File: src/rtl/timer_pkg.sv
// Shared types and constants for the maze-round countdown timer.
// Pure declarations; no logic, no latency, no flow control.
package timer_pkg;

  typedef enum logic [1:0] {
    IDLE    = 2'd0,
    RUNNING = 2'd1,
    PAUSED  = 2'd2,
    EXPIRED = 2'd3
  } t_timer_state;

  localparam int SECS_PER_MIN = 60;

endpackage

File: src/rtl/sec_to_mmss.sv
// Splits a seconds count into minutes and seconds-within-minute for the HUD digits.
// Purely combinational (zero latency); no handshake, so there is nothing to stall.
module sec_to_mmss
  import timer_pkg::*;
#(
  parameter int TIME_WIDTH = 10
) (
  input  logic [TIME_WIDTH-1:0] i_secs,
  output logic [TIME_WIDTH-1:0] o_minutes,
  output logic [5:0]            o_seconds
);

  localparam logic [TIME_WIDTH-1:0] MIN_DIV = TIME_WIDTH'(SECS_PER_MIN);

  logic [TIME_WIDTH-1:0] w_rem;

  assign o_minutes = i_secs / MIN_DIV;
  assign w_rem     = i_secs % MIN_DIV;
  assign o_seconds = w_rem[5:0];

endmodule

File: src/rtl/countdown_timer_ctrl.sv
// Game countdown timer: prescaled 1 s decrement, pause/resume/abort, bonus add, auto-reload, warning.
// Registered state with one-cycle command response; tick/done are single-cycle pulses; no backpressure.
module countdown_timer_ctrl
  import timer_pkg::*;
#(
  parameter int COUNTS_PER_SEC  = 100_000_000,
  parameter int TIME_WIDTH      = 10,
  parameter int DEFAULT_SECONDS = 60,
  parameter int WARN_SECONDS    = 10
) (
  input  logic                  clk_100mhz_in,
  input  logic                  rst_n_in,
  input  logic                  start_in,
  input  logic                  pause_in,
  input  logic                  resume_in,
  input  logic                  abort_in,
  input  logic                  auto_reload_in,
  input  logic                  load_valid_in,
  input  logic [TIME_WIDTH-1:0] load_seconds_in,
  input  logic                  add_valid_in,
  input  logic [TIME_WIDTH-1:0] add_seconds_in,
  output logic [TIME_WIDTH-1:0] time_out,
  output logic [TIME_WIDTH-1:0] minutes_out,
  output logic [5:0]            seconds_out,
  output logic                  tick_out,
  output logic                  warning_out,
  output logic                  running_out,
  output logic                  paused_out,
  output logic                  timer_done_out
);

  localparam int PW = $clog2(COUNTS_PER_SEC);
  localparam logic [PW-1:0]         PRESC_LAST = PW'(COUNTS_PER_SEC - 1);
  localparam logic [TIME_WIDTH-1:0] TIME_RST   = TIME_WIDTH'(DEFAULT_SECONDS);
  localparam logic [TIME_WIDTH-1:0] TIME_WARN  = TIME_WIDTH'(WARN_SECONDS);

  t_timer_state          r_state;
  logic [TIME_WIDTH-1:0] r_time;
  logic [TIME_WIDTH-1:0] r_reload;
  logic [PW-1:0]         r_presc;
  logic                  r_tick;
  logic                  r_done;

  t_timer_state          w_state_nxt;
  logic [TIME_WIDTH-1:0] w_time_nxt;
  logic [TIME_WIDTH-1:0] w_reload_nxt;
  logic [PW-1:0]         w_presc_nxt;
  logic                  w_tick_nxt;
  logic                  w_done_nxt;

  logic                  w_last;
  logic                  w_dec;
  logic [TIME_WIDTH-1:0] w_add;
  logic [TIME_WIDTH:0]   w_sum;
  logic [TIME_WIDTH-1:0] w_sat;

  assign w_last = (r_presc == PRESC_LAST);
  assign w_dec  = (r_state == RUNNING) && w_last;
  assign w_add  = add_valid_in ? add_seconds_in : '0;

  // r_time is never 0 while RUNNING, so the decrement cannot wrap below zero.
  assign w_sum = {1'b0, r_time} - {{TIME_WIDTH{1'b0}}, w_dec} + {1'b0, w_add};
  assign w_sat = w_sum[TIME_WIDTH] ? '1 : w_sum[TIME_WIDTH-1:0];

  always_ff @(posedge clk_100mhz_in or negedge rst_n_in) begin
    if (!rst_n_in) begin
      r_state  <= IDLE;
      r_time   <= TIME_RST;
      r_reload <= TIME_RST;
      r_presc  <= '0;
      r_tick   <= 1'b0;
      r_done   <= 1'b0;
    end else begin
      r_state  <= w_state_nxt;
      r_time   <= w_time_nxt;
      r_reload <= w_reload_nxt;
      r_presc  <= w_presc_nxt;
      r_tick   <= w_tick_nxt;
      r_done   <= w_done_nxt;
    end
  end

  always_comb begin
    w_state_nxt  = r_state;
    w_time_nxt   = r_time;
    w_reload_nxt = r_reload;
    w_presc_nxt  = r_presc;
    w_tick_nxt   = 1'b0;
    w_done_nxt   = 1'b0;

    if (abort_in) begin
      w_state_nxt = IDLE;
      w_time_nxt  = r_reload;
      w_presc_nxt = '0;
    end else if (start_in) begin
      w_presc_nxt = '0;
      if (r_reload == '0) begin
        w_state_nxt = EXPIRED;
        w_time_nxt  = '0;
        w_done_nxt  = 1'b1;
      end else begin
        w_state_nxt = RUNNING;
        w_time_nxt  = r_reload;
      end
    end else begin
      case (r_state)
        RUNNING: begin
          if (pause_in) begin
            w_state_nxt = PAUSED;
          end else if (w_last) begin
            w_presc_nxt = '0;
            w_tick_nxt  = 1'b1;
            // A bonus landing on the expiry edge keeps the round alive.
            if (w_sat == '0) begin
              w_done_nxt = 1'b1;
              if (auto_reload_in && (r_reload != '0)) begin
                w_time_nxt = r_reload;
              end else begin
                w_time_nxt  = '0;
                w_state_nxt = EXPIRED;
              end
            end else begin
              w_time_nxt = w_sat;
            end
          end else begin
            w_presc_nxt = r_presc + 1'b1;
            w_time_nxt  = w_sat;
          end
        end
        PAUSED: begin
          if (resume_in) begin
            w_state_nxt = RUNNING;
          end else begin
            w_time_nxt = w_sat;
          end
        end
        default: ;
      endcase
    end

    if (load_valid_in) begin
      w_reload_nxt = load_seconds_in;
      if ((r_state == IDLE) && !abort_in && !start_in) begin
        w_time_nxt = load_seconds_in;
      end
    end
  end

  always_comb begin
    running_out = (r_state == RUNNING);
    paused_out  = (r_state == PAUSED);
    warning_out = (running_out || paused_out) && (r_time != '0) && (r_time <= TIME_WARN);
  end

  assign time_out       = r_time;
  assign tick_out       = r_tick;
  assign timer_done_out = r_done;

  sec_to_mmss #(
    .TIME_WIDTH(TIME_WIDTH)
  ) u_mmss (
    .i_secs    (r_time),
    .o_minutes (minutes_out),
    .o_seconds (seconds_out)
  );

endmodule

File: config.mk
export PLATFORM = sky130hd
export DESIGN_NAME = countdown_timer_ctrl
export DESIGN_NICKNAME = d
export VERILOG_FILES = /design/src/rtl/timer_pkg.sv /design/src/rtl/sec_to_mmss.sv /design/src/rtl/countdown_timer_ctrl.sv
export SDC_FILE = /design/constraint.sdc
export NUM_CORES = 1
export LEC_CHECK = 0
export BUFFER_PORTS_ARGS = -buffer_cell sky130_fd_sc_hd__buf_4
export CAP_MARGIN = 20
export CORE_MARGIN = 1.5
export CORE_UTILIZATION = 60
export DETAILED_ROUTE_END_ITERATION = 10
export PLACE_DENSITY = 0.9
export SLEW_MARGIN = 20
export SYNTH_ARGS = -nofsm -noshare
export SYNTH_HDL_FRONTEND = slang
export SYNTH_HIERARCHICAL = 1
export SYNTH_SLANG_ARGS = --single-unit
File: constraint.sdc
create_clock -name clk_100mhz_in -period 5.6 [get_ports clk_100mhz_in]
set_clock_uncertainty 0.15 [all_clocks]
set_input_delay 1.12 -clock clk_100mhz_in [delete_from_list [all_inputs] [get_ports clk_100mhz_in]]
set_output_delay 1.12 -clock clk_100mhz_in [all_outputs]
set_load 0.02 [all_outputs]
### Yosys cells after proc, flatten, opt, wreduce, memory -nomap -nowiden

Index checks and enable logic that the tools add are counted.

* mux-type cells: 39
* $lt $le $gt $ge: 1
* equal/unequal tests: 8
* divide/modulo/power cells: 2
* add/subtract/negate cells: 3
* reductions and logical operators: 18

Operators with widths (count)
* two-way mux 27 bit: 5
* two-way mux 10 bit: 12
* adder 27 x 1 -> 27 bit, second input constant: 1
* equality test 27 bit, second input constant: 1
* zero test 10 bit: 2
* case mux 10 bit (2 select lines): 1
* nonzero test 10 bit: 2
* two-way mux 2 bit: 8
* two-way mux 1 bit: 12
* adder 11 x 10 -> 11 bit: 1
* subtractor 10 x 1 -> 11 bit: 1
* divider 10 x 6 -> 10 bit, second input constant: 1
* <= comparator 10 x 4 -> 1 bit, second input constant: 1
* modulo 10 x 6 -> 10 bit, second input constant: 1
* != test 5 x 4 -> 1 bit, second input constant: 2
* logical AND 1 bit: 6
* != test 5 bit, second input constant: 1
* AND reduction 5 bit: 1
* != test 4 bit, second input constant: 1
* case mux 2 bit (2 select lines): 1
* nonzero test 4 bit: 1
* != test 3 x 2 -> 1 bit, second input constant: 1
* nonzero test 3 bit: 1
* equality test 2 x 1 -> 1 bit, second input constant: 1
* 5 further kinds: 6

* input bits: 29
* word-level logic and storage cells: 77
* output and inout port bits: 31
* register bits: 51

### Logic depth before layout (Yosys ltp)

Gate-level depths: netlist (run 1).

* word-level depth: 14
* gate-level depth with buffers: 17
* depth with buffers taken out: 16

### By module

Netlist (run 1), hierarchy kept.

Modules (own cells, without submodules)
* countdown_timer_ctrl: cells an instance 535, seq. area each 1286.2 um^2, area an instance 4257.8 um^2, instances 1
* sec_to_mmss: cells an instance 96, seq. area each 0.0 um^2, area an instance 705.7 um^2, instances 1

### Worst setup path after synthesis (run 1)

Ideal clock, no wire load.

* path type: input port to flip-flop
* from: input port add_valid_in
* to: register r_state[0]
* setup time: 125 ps
* buffers on the path: 1
* required time: 5325 ps
* path slack: 1347 ps
* stages: 13
* arrival: 3979 ps
* path through: clkbuf_1 > nand2_1 > ha_1 > inv_1 > ha_1 > fa_1 > a21o_1 > a221o_2 > a31oi_4 > o22a_2 > and4_4 > a31o_2 > mux2_2

* cells in the longest elaborated chain, start to end: 6

RTL lines
* start: declaration: RTL line countdown_timer_ctrl.sv:20 `input logic add_valid_in,`
* two-way mux 10 bit: RTL line countdown_timer_ctrl.sv:59 `assign w_add = add_valid_in ? add_seconds_in : '0;`
* adder 11 x 10 -> 11 bit: RTL line countdown_timer_ctrl.sv:62 `assign w_sum = {1'b0, r_time} - {{TIME_WIDTH{1'b0}}, w_dec} + {1'b0, w_add};`
* two-way mux 10 bit: RTL line countdown_timer_ctrl.sv:63 `assign w_sat = w_sum[TIME_WIDTH] ? '1 : w_sum[TIME_WIDTH-1:0];`
* zero test 10 bit: RTL line countdown_timer_ctrl.sv:114 `if (w_sat == '0) begin`
* != test 5 x 4 -> 1 bit (no source line)
* AND reduction 5 bit (no source line)
* end signal: assignment: RTL line countdown_timer_ctrl.sv:74 `r_state <= w_state_nxt;`
* end: declaration: RTL line countdown_timer_ctrl.sv:37 `t_timer_state r_state;`

Every way passes these cells.
A chain may end at the register's enable or synchronous reset.

### Final worst setup path (run 1)

* from: register r_presc[0]
* to: register r_state[1]

* cells in the longest elaborated chain, start to end: 8
* elaborated cells on any way between the ends: 9
* classes of those cells: add/sub: 2; eq/ne: 3; mux: 1; reduce/logical: 3

RTL lines
* start: declaration: RTL line countdown_timer_ctrl.sv:40 `logic [PW-1:0] r_presc;`
* start signal: assignment: RTL line countdown_timer_ctrl.sv:77 `r_presc <= w_presc_nxt;`
* equality test 27 bit *: RTL line countdown_timer_ctrl.sv:57 `assign w_last = (r_presc == PRESC_LAST);`
* logical AND 1 bit: RTL line countdown_timer_ctrl.sv:58 `assign w_dec = (r_state == RUNNING) && w_last;`
* subtractor 10 x 1 -> 11 bit: RTL line countdown_timer_ctrl.sv:62
* adder 11 x 10 -> 11 bit: RTL line countdown_timer_ctrl.sv:62
* two-way mux 10 bit: RTL line countdown_timer_ctrl.sv:63
* zero test 10 bit: RTL line countdown_timer_ctrl.sv:114
* != test 5 x 4 -> 1 bit (no source line)
* AND reduction 5 bit (no source line) *

Mark *: on every way between the ends. The rest lies on a longest branch, timed or not.

==> results.md, run 1 <==
* Outcome: completed
* Overall track demand over capacity in global routing at around a third
* WL per Instance at between 15 and 20 um
* Number of cell rows at 32
* Initial standard-cell utilization of the core at 63.2%
* Setup repair after global routing missed its margin: no
* Total routed wire length on the met1 layer at around 6000 um
* Top layer in use: met4
* Count of flip-flops with a built-in enable after synthesis at 0
* Root Buffer: sky130_fd_sc_hd__clkbuf_8
* Kind of start point of the critical path: flop
* Share of synthesized registers carrying an async set or reset at 100%
* Final period demand of the worst path at approximately 5.0 ns
* Routed length on met2 at 6510 um
* Number of buffers added by the clock tree synthesis step at 5
* Setup-failing EPs final at 0
* Final clock period utilization by the worst path at around nine tenths
* Pin count of the biggest net entering global routing at 52
* Total met3 wirelength after detailed routing at about 1300 um
* P per Cell Area at about 320 mW/mm2
* Total setup buffers inserted after CTS at 0
* Reg clk slew, reported paths at 0.10 ns
* Sum of overflow across all layers after global routing at 0
* Num Clock Sinks at between 50 and 60
* Slew at the pin closest to its max-slew limit at ~1.1 ns
* Port Buf Inserts at 54
* Leak Pwr at roughly 2.3 nW
* Rel. slew slack at between 20% and 30%
* Half-perimeter wire length after placement at 10300 um
* Avg Synthesized Cell Area at around 7.9 um2
* CTS-repair resized insts at 0
* Remaining antenna violation count at 0
* DIE AREA at just under 0.009 mm2
* Total number of yosys warnings at 6
* Total power after layout at about 1.7 mW
* First-pass GRT wire length at 22700 um
* Vias in the first global route at around 4800
* Arrival time of the worst setup path at roughly 5.1 ns
* Number of instances in the synthesized netlist at about 630
* Number of hold-repair buffers added at the cts stage at 0
* Worst setup path class: reg2reg
* Layout area overhead at 7.54%
* Yosys reg bits at 51
* Antenna Cells at 0
* Final Slew Violations at 0
* CTS tree: built
* Number of top-level design ports at 60
* Clock latency reported for the late side of the worst-skew pair at 0.32 ns
* Horizontal extent of the die at 94.0 um
* Maximum clock rate at between 0.2 and 0.25 GHz
* Classification of the worst-slack hold path: reg2reg
* Core Box Area at a little under 0.008 mm2
* Iteration count of the initial detailed-routing pass at 5
* Most common cell after layout, fill and taps aside: sky130_fd_sc_hd__nand2_1
* Maximum net fanout on the critical path at 14
* Distinct cells, synth at 88
* Hold_ws at roughly 0.36 ns
* Proportion of synthesized chip area in sequential cells at about a quarter
* Max clock buf depth at 2
* Layout cells sized above 1 at 18.4%
* Final hold violations at 0
* Number of nets in the finished design at around 700
* Worst IR Drop VDD at ~0.16 mV
* Leading cell types in the layout, fill and taps excluded: sky130_fd_sc_hd__nand2_1 (72), sky130_fd_sc_hd__o21ai_0 (64), sky130_fd_sc_hd__buf_4 (55)
* Type of destination of the critical path: flop
* Netlist area before placement at between 0.004 and 0.005 mm2
* Overall die height at between 90 and 100 um
* Final-layout setup total negative slack at 0 ns
* Crit path required time at between 5 and 6 ns
* Via count normalized by instance count at about 7
* CTS H-tree depth at 2
* Number of inserted filler cells in the final layout at 652
* Total via count in the routed design at between 5000 and 6000
* Post-synth top flop: sky130_fd_sc_hd__dfrtp_1
* Post-route DRC violation count at 0
* Max Cap Violations at 0
* Routability congestion estimate at about 0.98
* Antenna violations before repair at 0
* First DRT Iteration DRCs at 454
* DRT Wirelength at 14100 um
## cells in the mapped netlist, types with 13 or more instances
cell type / count / share of area (%)
sky130_fd_sc_hd__nand2_1: 72 / 5.4
sky130_fd_sc_hd__o21ai_0: 64 / 6.5
sky130_fd_sc_hd__dfrtp_1: 43 / 22
sky130_fd_sc_hd__nor2_1: 40 / 3.0
sky130_fd_sc_hd__inv_1: 37 / 2.8
sky130_fd_sc_hd__a21oi_1: 27 / 2.7
sky130_fd_sc_hd__ha_1: 24 / 6.0
sky130_fd_sc_hd__nand3_1: 24 / 2.4
sky130_fd_sc_hd__a31oi_1: 21 / 2.6
sky130_fd_sc_hd__clkbuf_1: 20 / 1.5
sky130_fd_sc_hd__nand4_1: 18 / 2.3
sky130_fd_sc_hd__nor3_1: 14 / 1.4
sky130_fd_sc_hd__buf_4: 13 / 2.0
## final timing paths
check | start | end | slack [ns] | cells past startpoint
setup / recovery | r_presc[0] | r_state[1] | 0.60 | 16
hold / removal | r_presc[5] | r_presc[5] | 0.36 | 1
setup reg to reg | r_presc[0] | r_state[1] | 0.60 | 16
hold reg to reg | r_presc[5] | r_presc[5] | 0.36 | 1
max in group asynchronous | rst_n_in | r_presc[3] | 4.20 | 1
min in group asynchronous | rst_n_in | r_reload[9] | 0.66 | 1
## worst max-delay path, cell delays in order (launching register included)
cell and delay (ns):
sky130_fd_sc_hd__dfrtp_1 0.41, sky130_fd_sc_hd__ha_1 0.21, sky130_fd_sc_hd__and4_1 0.32, sky130_fd_sc_hd__nand3_1 0.15, sky130_fd_sc_hd__nor4_2 0.52, sky130_fd_sc_hd__and2_1 0.22, sky130_fd_sc_hd__ha_1 0.14, sky130_fd_sc_hd__inv_1 0.04
sky130_fd_sc_hd__ha_1 0.21, sky130_fd_sc_hd__fa_1 0.45, sky130_fd_sc_hd__a21o_1 0.24, sky130_fd_sc_hd__a221o_2 0.39, sky130_fd_sc_hd__a31oi_4 0.17, sky130_fd_sc_hd__o22a_2 0.34, sky130_fd_sc_hd__and4_4 0.38, sky130_fd_sc_hd__a31o_2 0.20
sky130_fd_sc_hd__mux2_2 0.34
## layer usage
metal / up-vias / GRT usage, %
met1: 2410 / 44.1
met3: 35 / 3.64
li1: 2385 / -
met4: 0 / 10.9
met5: - / 0
met2: 314 / 53.6
## flip-flops by register name, indices dropped and copies added, names as in the netlist
name and flops:
r_presc 27, tick_out 1, r_reload 10, timer_done_out 1, r_state 2, time_out 10
## area by class of cell
cell class / instances / area (um2) / share of cell area, %
clock buffer: 5 / 68.8 / 1.29
clock inverter: 3 / 25.0 / 0.469
inverter: 37 / 139 / 2.60
multi-input combinational: 500 / 3280 / 61.4
sequential: 51 / 1290 / 24.1
tap: 102 / 128 / 2.39
timing repair buffer: 55 / 413 / 7.74
## kinds of logic (layout without fill, tap and decap cells)
logic type,after synthesis,count (layout),synth area share (%)
buffers and inverters,84,100,8.47
other,1,5,0.0756
and+or+nand+nor,232,232,23.9
DFF,51,51,25.9
muxes,13,13,2.92
xor gates and xnor gates,10,10,1.92
adders and majority gates,27,27,6.91
AOI/OAI and AO/OA,213,213,29.9
## through the flow
stage | utilization, % | setup slack, ns | area [um2] | std cells
2_1_floorplan | - | 1.35 | 4980 | 635
3_3_place_gp | 66.7 | 0.921 | 5240 | 745
3_5_place_dp | 66.7 | 0.726 | 5240 | 745
4_1_cts | 67.9 | 0.698 | 5330 | 753
5_1_grt | 68.0 | 0.409 | 5340 | 753
6_report | 68.0 | 0.603 | 5340 | 753
## report_power, final
group	internal [mW]	leakage (nW)	switching, mW
logic	0.397	1.57	0.601
registers	0.401	0.657	0.0949
clock network	0.0912	0.0452	0.132
total	0.889	2.27	0.828
Power figures use the tool's default switching activity.
==> run 2: changes to the inputs <==
--- a/config.mk
+++ b/config.mk
@@ -10,7 +10,7 @@
 export CORE_MARGIN = 1.5
 export CORE_UTILIZATION = 60
 export DETAILED_ROUTE_END_ITERATION = 10
-export PLACE_DENSITY = 0.9
+export PLACE_DENSITY_LB_ADDON = 0.08
 export SLEW_MARGIN = 20
 export SYNTH_ARGS = -nofsm -noshare
 export SYNTH_HDL_FRONTEND = slang
==> run 2 against run 1 <==
Combinational power decreased by 1%. Setup slack improved by 0.096 ns. Worst hold slack got worse by 0.0019 ns. Count of clock-buffer cells in the layout unchanged. Design area increased by 1.1%.
==> results.md, run 2 (synthesis gave the netlist of run 1 again) <==
* Max reg flops at 27 (unchanged)
* CTS-repair resized insts at 0 (unchanged)
* Leading cell types in the layout, fill and taps excluded: sky130_fd_sc_hd__nand2_1 (72), sky130_fd_sc_hd__o21ai_0 (64), sky130_fd_sc_hd__buf_4 (56)
* DIE AREA at 0.00883 mm2 (unchanged)
* Sequential power share at 27.5% (-1.4 points)
* Setup slack on the worst flop-to-flop path at 0.70 ns (+0.10 ns)
* CTS tree: built
* Maximum net fanout on the critical path at 14 (unchanged)
* Maximum clock rate at 0.204 GHz (+2.0%)
* Final-layout setup total negative slack at 0 ns (unchanged)
* Kind of start point of the critical path: flop
* Remaining antenna violation count at 0 (unchanged)
* Root Buffer: sky130_fd_sc_hd__clkbuf_8
* Final clock period utilization by the worst path at 87.5% (-1.7 points)
* First DRT Iteration DRCs at 304 (-33%)
* Reg clk slew, reported paths at 0.10 ns (about the same)
* Routability congestion estimate at 0.965 (-1.1%)
* Number of nets in the finished design at 705 (+0.14%)
* Overall die height at 94.0 um (unchanged)
* Crit path required time at 5.65 ns (about the same)
* Final Slew Violations at 0 (unchanged)
* Layout cells sized above 1 at 18.6% (+0.13 points)
* Critical path origin: r_presc[0]
* Pin count of the biggest net entering global routing at 52 (unchanged)
* Setup repair after global routing missed its margin: no
* Arrival time of the worst setup path at 4.95 ns (-0.11 ns)
* Horizontal extent of the die at 94.0 um (unchanged)
* Setup-failing EPs final at 0 (unchanged)
* Overall track demand over capacity in global routing at 33.0% (+0.53 points)
* Library cell contributing the largest single delay on the critical path: sky130_fd_sc_hd__nor4_2
* Leak Pwr at 2.30 nW (+1.3%)
* Final hold violations at 0 (unchanged)
* Final period demand of the worst path at 4.90 ns (-0.0963 ns)
* Number of top-level design ports at 60 (unchanged)
* Number of cell rows at 32 (unchanged)
* Port Buf Inserts at 54 (unchanged)
* Sum of overflow across all layers after global routing at 0 (unchanged)
* Worst IR Drop VDD at 0.142 mV (-10%)
* Switching Share at 45.7% (-2.6 points)
* Cell-internal power at 0.979 mW (+10%)
* Clock network fraction of total power at 17.8% (+4.8 points)
* Outcome: completed
* First-pass GRT wire length at 23100 um (+1.8%)
* Clock latency reported for the late side of the worst-skew pair at 0.32 ns (about the same)
* Post-route DRC violation count at 0 (unchanged)
* Rel. slew slack at 40.2% (+12 points)
* Slew at the pin closest to its max-slew limit at 0.894 ns (-0.176 ns)
* Initial standard-cell utilization of the core at 63.2% (unchanged)
* Antenna violations before repair at 0 (unchanged)
* DRT Wirelength at 14000 um (-0.74%)
* Post-layout util at 68.8% (+0.77 points)
* Classification of the worst-slack hold path: reg2reg
* Total via count in the routed design at 5090 (-1.0%)
* Number of buffers added by the clock tree synthesis step at 5 (unchanged)
* Depth of the worst register-to-register path at 16 (unchanged)
* Max clock buf depth at 2 (unchanged)
* Half-perimeter wire length after placement at 10300 um (-0.44%)
* Register containing the most flip-flops in the final layout: r_presc
* Most common cell after layout, fill and taps aside: sky130_fd_sc_hd__nand2_1
* Layout area overhead at 8.75%
* P per Cell Area at 334 mW/mm2 (+3.8%)
* Vias in the first global route at 4773 (-0.10%)
* Type of destination of the critical path: flop
* Core Box Area at 0.00785 mm2 (unchanged)
* Worst setup path class: reg2reg
* WL per Instance at 18.6 um (-0.88%)
* Number of hold-repair buffers added at the cts stage at 0 (unchanged)
* Antenna Cells at 0 (unchanged)
* Destination of the worst hold path: r_presc[23]
* Crit path largest cell delay at 0.55 ns (+0.03 ns)
* CP most frequent cell: sky130_fd_sc_hd__ha_1
* Destination of the worst register-to-register timing path: r_state[0]
* Net Sw Power at 0.823 mW (-0.65%)
* CTS H-tree depth at 2 (unchanged)
* Instance count along the most critical hold path at 1 (unchanged)
* Crit-path cells: ha_1 > and4_1 > nand3_1 > nor4_2 > and2_1 > ha_1 > inv_1 > ha_1 > fa_1 > a21o_1 > a221o_2 > a31oi_4 > o22a_2 > and4_4 > a31o_2 > mux2_2
* Num Clock Sinks at 51 (unchanged)
* Total setup buffers inserted after CTS at 0 (unchanged)
* Via count normalized by instance count at 6.75 (-1.2%)
* Proportion of power drawn by combinational gates at 54.7% (-3.4 points)
* Iteration count of the initial detailed-routing pass at 5 (unchanged)
* Max Cap Violations at 0 (unchanged)
* Worst Hold Launch: r_presc[23]
* Reg-to-Reg Start: r_presc[0]
-- run 2: changes by cell type in the layout (fill, tap and decap cells not counted), sizes merged --
| cell | delta |
|---|---|
| clkinvlp | -1 |
| inv | -1 |
| buf | +1 |
| bufinv | +2 |
-- run 2: worst max path at each step --
stage                   to  slack [ns]  cells past startpoint
6_report        r_state[0]        0.70                     16
5_1_grt        time_out[6]        0.44                     16
4_1_cts         r_state[0]        0.78                     16
3_5_place_dp    r_state[0]        0.81                     16
3_3_place_gp    r_state[0]        0.92                     16
2_1_floorplan   r_state[0]        1.35                     13
-- run 2: layer usage --
layer	up-vias	part of all wire, %	track usage, %
li1	2386	-	-
met1	2471	42	41.5
met2	195	50	58.3
met3	38	4.8	3.16
met4	0	2.9	12.3
met5	-	0	0
-- run 2: metrics by stage --
| step | cells | cell area, um2 | setup slack (ns) | total power, mW | hold slack, ns |
|---|---|---|---|---|---|
| after floorplan | 635 | 4980 | 1.35 | 1.22 | 0.295 |
| after global placement | 746 | 5250 | 0.918 | 1.44 | 0.329 |
| after detailed placement | 746 | 5250 | 0.809 | 1.47 | 0.329 |
| after CTS | 754 | 5390 | 0.784 | 1.79 | 0.351 |
| after global routing | 754 | 5400 | 0.438 | 1.92 | 0.388 |
| final | 754 | 5400 | 0.700 | 1.80 | 0.358 |
-- run 2: final cells by class --
cell class	instances	area (um2)
clock buffers	5	68.8
clock inverters	3	71.3
fillers	657	2450
inverters	37	139
multi-input cells	500	3280
flip-flops and latches	51	1290
well taps	102	128
repair buffers	56	420
-- run 2: power by group through the flow --
stage	registers [mW]	clock network, mW	logic [mW]
2_1_floorplan	0.466	0	0.758
3_3_place_gp	0.496	0	0.949
3_5_place_dp	0.499	0	0.971
4_1_cts	0.493	0.323	0.974
5_1_grt	0.502	0.337	1.08
6_report	0.495	0.320	0.987
-- run 2: worst max-delay path, delay by kind of cell, from the launching register on --
| kind | cells | cell delay [ns] |
|---|---|---|
| compound gates | 5 | 1.29 |
| fa+ha+maj | 4 | 0.97 |
| buf+inv | 1 | 0.04 |
| flops | 1 | 0.39 |
| mux | 1 | 0.33 |
| simple gates | 5 | 1.59 |
